**config.mk**
```make
export PLATFORM = sky130hd
export DESIGN_NAME = i2c_master_byte_tx
export DESIGN_NICKNAME = d
export VERILOG_FILES = /design/src/rtl/i2c_pkg.sv /design/src/rtl/i2c_qtr_timer.sv /design/src/rtl/i2c_master_byte_tx.sv
export SDC_FILE = /design/constraint.sdc
export NUM_CORES = 1
export LEC_CHECK = 0
export BUFFER_PORTS_ARGS = -buffer_cell sky130_fd_sc_hd__buf_2
export CAP_MARGIN = 15
export CORE_MARGIN = 3
export CORE_UTILIZATION = 30
export CTS_CLUSTER_DIAMETER = 100
export DETAILED_ROUTE_END_ITERATION = 12
export HOLD_SLACK_MARGIN = 0.05
export SYNTH_ARGS = -nofsm -noshare
export SYNTH_HDL_FRONTEND = slang
export SYNTH_SLANG_ARGS = --single-unit
```
**constraint.sdc**
```tcl
create_clock -name clk -period 2.5 [get_ports clk]
set_input_delay 0.125 -clock clk [delete_from_list [all_inputs] [get_ports clk]]
set_output_delay 0.125 -clock clk [all_outputs]
set_load 0.03 [all_outputs]
```
**src/rtl/i2c_pkg.sv**
```systemverilog
// rtl/i2c_pkg.sv - shared types and constants for the I2C byte transmitter
// Contents: FSM state enum, SCL quarter-phase enum, ACK/NACK bus levels.
package i2c_pkg;

  typedef enum logic [2:0] {
    IDLE,
    START,
    LOAD,
    BIT,
    ACK,
    STOP
  } state_t;

  typedef enum logic [1:0] {
    Q0,
    Q1,
    Q2,
    Q3
  } qtr_t;

  localparam logic I2C_ACK  = 1'b0;
  localparam logic I2C_NACK = 1'b1;

endpackage

```
**src/rtl/i2c_qtr_timer.sv**
```systemverilog
// rtl/i2c_qtr_timer.sv - quarter-SCL-period timer with clear and stretch hold
// Ports:
//   clk, rst : clock, asynchronous active-high reset
//   clear    : force count to 0 (used while the FSM is not timing a quarter)
//   hold     : keep count at 0 (slave stretching SCL low)
//   qtick    : terminal count reached this cycle, quarter ends at this edge
module i2c_qtr_timer #(
  parameter int QTR_CNT = 63
) (
  input  logic clk,
  input  logic rst,
  input  logic clear,
  input  logic hold,
  output logic qtick
);

  localparam int W = $clog2(QTR_CNT);
  localparam logic [W-1:0] LAST = W'(QTR_CNT - 1);

  logic [W-1:0] cnt;

  assign qtick = (cnt == LAST) && !hold && !clear;

  always_ff @(posedge clk or posedge rst) begin
    if (rst) begin
      cnt <= '0;
    end else if (clear || hold) begin
      cnt <= '0;
    end else if (qtick) begin
      cnt <= '0;
    end else begin
      cnt <= cnt + 1'b1;
    end
  end

endmodule

```
**src/rtl/i2c_master_byte_tx.sv**
```systemverilog
// rtl/i2c_master_byte_tx.sv - I2C master transmitter: START, MSB-first bytes, ACK sample, STOP
// Ports:
//   clk, rst            : clock, asynchronous active-high reset
//   start_req           : pulse to begin a transaction (ignored while busy or during done)
//   tx_byte, last_byte  : byte to send and STOP-after-this flag, qualified by byte_valid
//   byte_valid/ready    : byte handshake, ready is high while waiting in LOAD
//   scl_in, sda_in      : synchronized pad readback (stretch detect, ACK sample)
//   scl_out, sda_out    : 1 = release line, 0 = drive low
//   busy, done          : transaction in progress, one-cycle completion pulse
//   ack_error           : with done, 1 = transaction ended on a NACK
module i2c_master_byte_tx
  import i2c_pkg::*;
#(
  parameter int QTR_CNT = 63
) (
  input  logic       clk,
  input  logic       rst,
  input  logic       start_req,
  input  logic [7:0] tx_byte,
  input  logic       byte_valid,
  input  logic       last_byte,
  output logic       byte_ready,
  input  logic       scl_in,
  input  logic       sda_in,
  output logic       scl_out,
  output logic       sda_out,
  output logic       busy,
  output logic       done,
  output logic       ack_error
);

  state_t     state;
  qtr_t       qtr;
  logic [7:0] shift;
  logic [2:0] bit_cnt;
  logic       last_flag;
  logic       nack;
  logic       qtick;
  logic       tmr_clear;
  logic       tmr_hold;

  // Timer only runs in states that time quarters; IDLE and LOAD keep it at 0
  // so the first quarter after leaving them is full length.
  assign tmr_clear = (state == IDLE) || (state == LOAD);

  // SCL was released this quarter but the bus is still low: a slave is
  // stretching, so the high phase does not start counting yet.
  assign tmr_hold = !scl_in &&
                    ((((state == BIT) || (state == ACK)) && (qtr == Q2)) ||
                     ((state == STOP) && (qtr == Q1)));

  i2c_qtr_timer #(
    .QTR_CNT(QTR_CNT)
  ) u_qtr_timer (
    .clk  (clk),
    .rst  (rst),
    .clear(tmr_clear),
    .hold (tmr_hold),
    .qtick(qtick)
  );

  always_ff @(posedge clk or posedge rst) begin
    if (rst) begin
      state      <= IDLE;
      qtr        <= Q0;
      scl_out    <= 1'b1;
      sda_out    <= 1'b1;
      busy       <= 1'b0;
      done       <= 1'b0;
      ack_error  <= 1'b0;
      byte_ready <= 1'b0;
      shift      <= 8'h00;
      bit_cnt    <= 3'd0;
      last_flag  <= 1'b0;
      nack       <= 1'b0;
    end else begin
      done <= 1'b0;
      case (state)
        IDLE: begin
          scl_out <= 1'b1;
          sda_out <= 1'b1;
          // A request landing on the done cycle belongs to the finished
          // transaction's handshake window and is dropped.
          if (start_req && !done) begin
            state   <= START;
            qtr     <= Q0;
            busy    <= 1'b1;
            sda_out <= 1'b0;
            nack    <= 1'b0;
          end
        end

        START: begin
          if (qtick) begin
            if (qtr == Q0) begin
              qtr <= Q1;
            end else begin
              scl_out    <= 1'b0;
              state      <= LOAD;
              byte_ready <= 1'b1;
            end
          end
        end

        LOAD: begin
          if (byte_valid && byte_ready) begin
            shift      <= tx_byte;
            last_flag  <= last_byte;
            bit_cnt    <= 3'd7;
            byte_ready <= 1'b0;
            sda_out    <= tx_byte[7];
            state      <= BIT;
            qtr        <= Q0;
          end
        end

        BIT, ACK: begin
          if (qtick) begin
            case (qtr)
              Q0: qtr <= Q1;
              Q1: begin
                qtr     <= Q2;
                scl_out <= 1'b1;
              end
              Q2: begin
                qtr <= Q3;
                if (state == ACK) nack <= sda_in;
              end
              Q3: begin
                qtr     <= Q0;
                scl_out <= 1'b0;
                if (state == BIT) begin
                  if (bit_cnt != 3'd0) begin
                    bit_cnt <= bit_cnt - 3'd1;
                    sda_out <= shift[bit_cnt - 3'd1];
                  end else begin
                    state   <= ACK;
                    sda_out <= 1'b1;
                  end
                end else if ((nack == I2C_ACK) && !last_flag) begin
                  state      <= LOAD;
                  byte_ready <= 1'b1;
                  sda_out    <= 1'b1;
                end else begin
                  state   <= STOP;
                  sda_out <= 1'b0;
                end
              end
            endcase
          end
        end

        STOP: begin
          if (qtick) begin
            case (qtr)
              Q0: begin
                qtr     <= Q1;
                scl_out <= 1'b1;
              end
              Q1: begin
                qtr     <= Q2;
                sda_out <= 1'b1;
              end
              Q2: qtr <= Q3;
              Q3: begin
                state     <= IDLE;
                qtr       <= Q0;
                done      <= 1'b1;
                ack_error <= nack;
                busy      <= 1'b0;
              end
            endcase
          end
        end

        default: state <= IDLE;
      endcase
    end
  end

endmodule

```
=== After elaboration in Yosys (flattened, before gate mapping) ===
Index checks and enable logic that the tools add are counted.

* Reduce and logical (&&, ||, !) cells: 39
* Multiplexer cells: 66
* $lt $le $gt $ge: 1
* $add $sub $neg: 2
* Bitwise operators: 1
* Equal/unequal tests: 29

{| class="wikitable"
|+ Operators with widths
! operator !! number
|-
| $mux 3 || 16
|-
| $mux 1 || 32
|-
| $ne 2x2->1 const B || 12
|-
| $reduce_and 6->1 || 3
|-
| $pmux 2 s4 || 2
|-
| $pmux 3 s5 || 1
|-
| $mux 6 || 2
|-
| $ne 2x1->1 const B || 6
|-
| $reduce_bool 4->1 || 3
|-
| $mux 2 || 5
|-
| $reduce_and 9->1 || 1
|-
| $logic_and 1x1->1 || 8
|-
| $pmux 1 s4 || 2
|-
| $reduce_and 8->1 || 1
|-
| $reduce_and 7->1 || 1
|-
| $add 6x1->6 const B || 1
|-
| $eq 3x2->1 const B || 2
|-
| $eq 3x3->1 const B || 2
|-
| $eq 6x6->1 const B || 1
|-
| $ne 3x3->1 const B || 2
|-
| $pmux 1 s2 || 3
|-
| $pmux 3 s2 || 1
|-
| $reduce_bool 2->1 || 3
|-
| $reduce_bool 3->1 || 2
|-
| other kinds (18) || 26
|}

* Bits of input ports: 15
* Bits in registers: 30

=== Depth between registers and ports, before layout ===
* Depth in word-level cells: 10
* Depth in mapped cells: 7

=== Modules after synthesis ===
Synthesis repeated with hierarchy kept, for this count alone.

* Cells, all modules: 186
* Area, all modules: 1849.3 um^2

{| class="wikitable"
|+ Modules (own cells, without submodules)
! module !! times used !! area an instance (um^2) !! cells each
|-
| i2c_master_byte_tx || 1 || 1555.2 || 156
|-
| i2c_qtr_timer || 1 || 294.0 || 30
|}

=== Worst setup path after synthesis ===
Ideal clock, no wire load.

* Path kind: reg2reg
* From: register qtr[0]
* To: register state[0]
* Slack: 660 ps
* Buffers on the path: 0
* Cell stages (with the launch flop): 8
* Arrival time: 1712 ps
* Data required time: 2372 ps
* Cells stage by stage: dfrtp_1 -> inv_1 -> ha_1 -> or2_1 -> a32oi_1 -> nand2_1 -> a211oi_1 -> mux2_1

* Word-level cells in the longest chain between the ends: 9
* Elaborated cells on any way between the ends: 18
* Classes of those cells: 9 x eq/ne; 9 x reduce/logical

{| class="wikitable"
|+ Ends and longest elaborated chain
! item !! line !! source
|-
| start, declared || i2c_master_byte_tx.sv:33 || <nowiki>qtr_t qtr;</nowiki>
|-
| start signal, assigned || i2c_master_byte_tx.sv:65 || <nowiki>qtr <= Q0;</nowiki>
|-
| start signal, assigned || i2c_master_byte_tx.sv:86 || <nowiki>qtr <= Q0;</nowiki>
|-
| start signal, assigned || i2c_master_byte_tx.sv:96 || <nowiki>qtr <= Q1;</nowiki>
|-
| $eq 2x2->1 / $eq 2x1->1 (equally long branches) || i2c_master_byte_tx.sv:49, i2c_master_byte_tx.sv:50 ||
|-
| $logic_and 1x1->1, on equally long branches || i2c_master_byte_tx.sv:49, i2c_master_byte_tx.sv:50 ||
|-
| $logic_or 1x1->1 || i2c_master_byte_tx.sv:49 || <nowiki>((((state == BIT) || (state == ACK)) && (qtr == Q2)) ||</nowiki>
|-
| $logic_and 1x1->1 || i2c_master_byte_tx.sv:48 || <nowiki>assign tmr_hold = !scl_in &&</nowiki>
|-
| $logic_not 1->1 || i2c_qtr_timer.sv:22 || <nowiki>assign qtick = (cnt == LAST) && !hold && !clear;</nowiki>
|-
| $logic_and 1x1->1 (2 in series) || i2c_qtr_timer.sv:22 ||
|-
| $ne 2x2->1 (no source line) || -- ||
|-
| $reduce_and 9->1 (no source line) (*) || -- ||
|-
| end signal, assigned || i2c_master_byte_tx.sv:64 || <nowiki>state <= IDLE;</nowiki>
|-
| end signal, assigned || i2c_master_byte_tx.sv:85 || <nowiki>state <= START;</nowiki>
|-
| end signal, assigned || i2c_master_byte_tx.sv:99 || <nowiki>state <= LOAD;</nowiki>
|-
| end, declared || i2c_master_byte_tx.sv:32 || <nowiki>state_t state;</nowiki>
|}

Mark *: on every way between the ends. The rest lies on a longest branch, timed or not.
A chain may end at the register's enable or synchronous reset.

=== Worst setup path in the final report ===
Ends and elaborated chain as after synthesis.

==> flow_summary.json <==
{
  "fin_crit_ns": 2.06,
  "area_growth_pct": 14.9,
  "fillers": 615,
  "synth_area_mm2": 0.00191,
  "grt_usage_pct": 13.0,
  "final_cell_mix": "dfrtp_1, buf_2, nor2_1",
  "max_freq_mhz": 486,
  "slew_headroom_pct": 66.3,
  "leakagePower_nw": 0.974,
  "critPathArrivalTime_ns": 2.23,
  "rsz0062_at_grt": "false",
  "cts.sinks": 30,
  "syn-num-nets": 217,
  "synthesis.instances": 193,
  "drtIter0Drc": 159,
  "clock-root-buffer": "clkbuf_8",
  "yosys.cell_types.count": 54,
  "switching_share_pct": 39.2,
  "pin_count": 21,
  "tns_ns": 0,
  "holdBufCountCts": 1,
  "port_buffers": 20,
  "clock_latency_ns": 0.28,
  "grt_max_degree": 31,
  "yosys_warnings": 0,
  "post_synth_xor_area_fraction_pct": 2.29,
  "final_common_cell": "dfrtp_1",
  "wire_per_inst_um": 14.7,
  "vdd_drop_max_v": 0.000483,
  "die_h_um": 85.9,
  "start_util_pct": 31.6,
  "synth_edf_count": 0,
  "worst_slew_pin_slew_ns": 0.504,
  "cp_max_fo": 5,
  "drt-total-wl_um": 4340,
  "crit_type": "flip-flop to flip-flop",
  "ctsHtreeMaxLevel": 2,
  "nNetsFinal": 243,
  "power_density_mw_per_mm2": 977,
  "hold_viol": 0,
  "cts_setup_buffers": 0,
  "dp_hpwl_um": 3240,
  "die_w_um": 85.9,
  "rows": 28,
  "grt_pass1_wl_um": 7570,
  "antenna_found_initial": 0,
  "gp_congestion": 0.908,
  "drive_above_1_share_pct": 23.6,
  "finalClockSkew_ns": 0.00286,
  "critPathCaptureType": "flip-flop",
  "dr.pass1.iters": 4,
  "cts_buffers": 5,
  "power.share.sequential_pct": 36.1,
  "intPower_w": 0.00131,
  "synth-simple-area-share_pct": 17.3,
  "setup_violations": 0,
  "cp-start-kind": "flip-flop",
  "synth_compound_area_share_pct": 17.5,
  "ant_nets": 0,
  "diodes": 0,
  "period_share_pct": 82.4,
  "cts_resized": 0,
  "switchingPower_w": 0.000843,
  "synth-main-ff-cell": "dfrtp_1",
  "die_area_mm2": 0.00738,
  "synth_fa_ha_area_share_pct": 5.88,
  "grt_pass1_vias": 1553,
  "synth-seq-area-share_pct": 39.3,
  "tritoncts": "done",
  "slew_viol_final": 0,
  "r2r_cells": 7,
  "muxShareOfSynthArea_pct": 12.7,
  "drv_cap": 0,
  "synthArstFlopShare_pct": 100,
  "ys_seq_elements": 30,
  "grt-ovfl-total": 0,
  "clk_pin_slew_worst_paths_ns": 0.06,
  "drc_errors": 0,
  "cp.required_ns": 2.67,
  "synth_top_family_by_area": "compound AO/OA/AOI/OAI gates",
  "vias_per_cell": 5.36,
  "core_area_mm2": 0.00606,
  "hold-path-cell-count": 2,
  "outcome": "finished, final reports clean",
  "via_count": 1582,
  "hold_class": "primary input to flip-flop",
  "syn_area_per_cell_um2": 9.92,
  "pwr-share-comb_pct": 45.1,
  "clockPowerShare_pct": 18.8,
  "whs_ns": 0.0663,
  "cts.path.max_buffers": 2
}
-- metrics by stage --
stage               total power [W]  worst slack (ns)  cell area, um^2  instances  utilization, %
finish                      0.00215             0.441             2200        295            36.3
global route                0.00233             0.245             2200        295            36.3
CTS                         0.00216             0.462             2200        295            36.3
detailed placement          0.00174             0.484             2100        286            34.6
global placement            0.00174             0.502             2100        286            34.6
floorplan                   0.00153             0.660             1910        193               -
-- area by class of cell --
cell class              count  area, um^2  share of cell area (%)
clock buffers               7        86.3                    3.92
clock inverters             1        5.00                   0.228
inverters                  11        41.3                    1.88
multi-input cells         144        1060                    48.4
flip-flops and latches     30         753                    34.2
well taps                  75        93.8                    4.27
repair buffers             27         155                    7.05
-- synthesized netlist by cell type, types with 2 or more instances --
| cell type | instances | area share [%] |
|---|---|---|
| buf_2 | 2 | 0.52 |
| buf_4 | 4 | 1.6 |
| nand3_1 | 5 | 1.3 |
| dfstp_2 | 2 | 2.7 |
| mux2_2 | 10 | 5.9 |
| nand2b_1 | 2 | 0.65 |
| nor3b_1 | 3 | 1.2 |
| dfrtp_1 | 28 | 37 |
| a32oi_1 | 2 | 0.92 |
| mux2_1 | 2 | 1.2 |
| inv_1 | 10 | 2.0 |
| a21oi_1 | 12 | 3.1 |
| a22oi_1 | 2 | 0.78 |
| xor2_1 | 2 | 0.92 |
| o21ai_1 | 2 | 0.52 |
| nor3_1 | 4 | 1.0 |
| nor2_1 | 17 | 3.3 |
| nor2b_1 | 6 | 2.0 |
| o21a_1 | 2 | 0.78 |
| xnor2_1 | 3 | 1.4 |
| nand4_1 | 4 | 1.3 |
| a211oi_1 | 3 | 1.2 |
| nand2_1 | 13 | 2.5 |
| o211ai_1 | 2 | 0.78 |
| ha_1 | 9 | 5.9 |
| a22o_1 | 2 | 0.92 |
| a21boi_0 | 4 | 1.6 |
| o22ai_1 | 4 | 1.3 |
| mux4_1 | 2 | 2.7 |
| o21ai_0 | 3 | 0.78 |
| mux2i_1 | 4 | 2.1 |
-- per-layer routing --
metal  global-route usage [%]  up-vias  part of all wire (%)
met1                     17.3      744                    44
li1                         -      759                     -
met2                     20.3       69                    46
met5                        0        -                     0
met4                     4.89        0                   2.0
met3                     3.36       10                   7.4
-- cell families after synthesis --
family	Yosys count
AND/OR/NAND/NOR	64
AO/OA/AOI/OAI	47
flip-flops	30
buffers and inverters	19
multiplexers	19
adder cells (fa/ha/maj)	9
XOR/XNOR	5
-- worst max-delay path: stages, from the launching register on --
cell,delay [ns]
dfrtp_1,0.37
inv_1,0.10
ha_1,0.28
or2_1,0.23
a32oi_1,0.28
nand2_1,0.12
a211oi_1,0.21
mux2_1,0.34
-- power by group through the flow --
stage | registers [W] | clock network, W | logic [W]
final | 0.000776 | 0.000405 | 0.000970
after CTS | 0.000775 | 0.000424 | 0.000962
after detailed placement | 0.000785 | 0 | 0.000956
after floorplan | 0.000755 | 0 | 0.000773
after global placement | 0.000780 | 0 | 0.000965
after global routing | 0.000799 | 0.000448 | 0.00109
-- flip-flops by register name, indices dropped and copies added (netlist names) --
name	count
busy	1
ack_error	1
qtr	2
sda_out	1
u_qtr_timer.cnt	6
state	3
last_flag	1
done	1
scl_out	1
nack	1
bit_cnt	3
byte_ready	1
shift	8
-- final timing paths --
path | from | endpoint | slack, ns
max | qtr[0] | state[0] | 0.44
min | tx_byte[2] | shift[2] | 0.07
max reg2reg | qtr[0] | state[0] | 0.44
min reg2reg | u_qtr_timer.cnt[0] | u_qtr_timer.cnt[0] | 0.49
max in group asynchronous | rst | sda_out | 1.71
min in group asynchronous | rst | nack | 0.47
No activity file was read; power rests on OpenSTA's default activity.
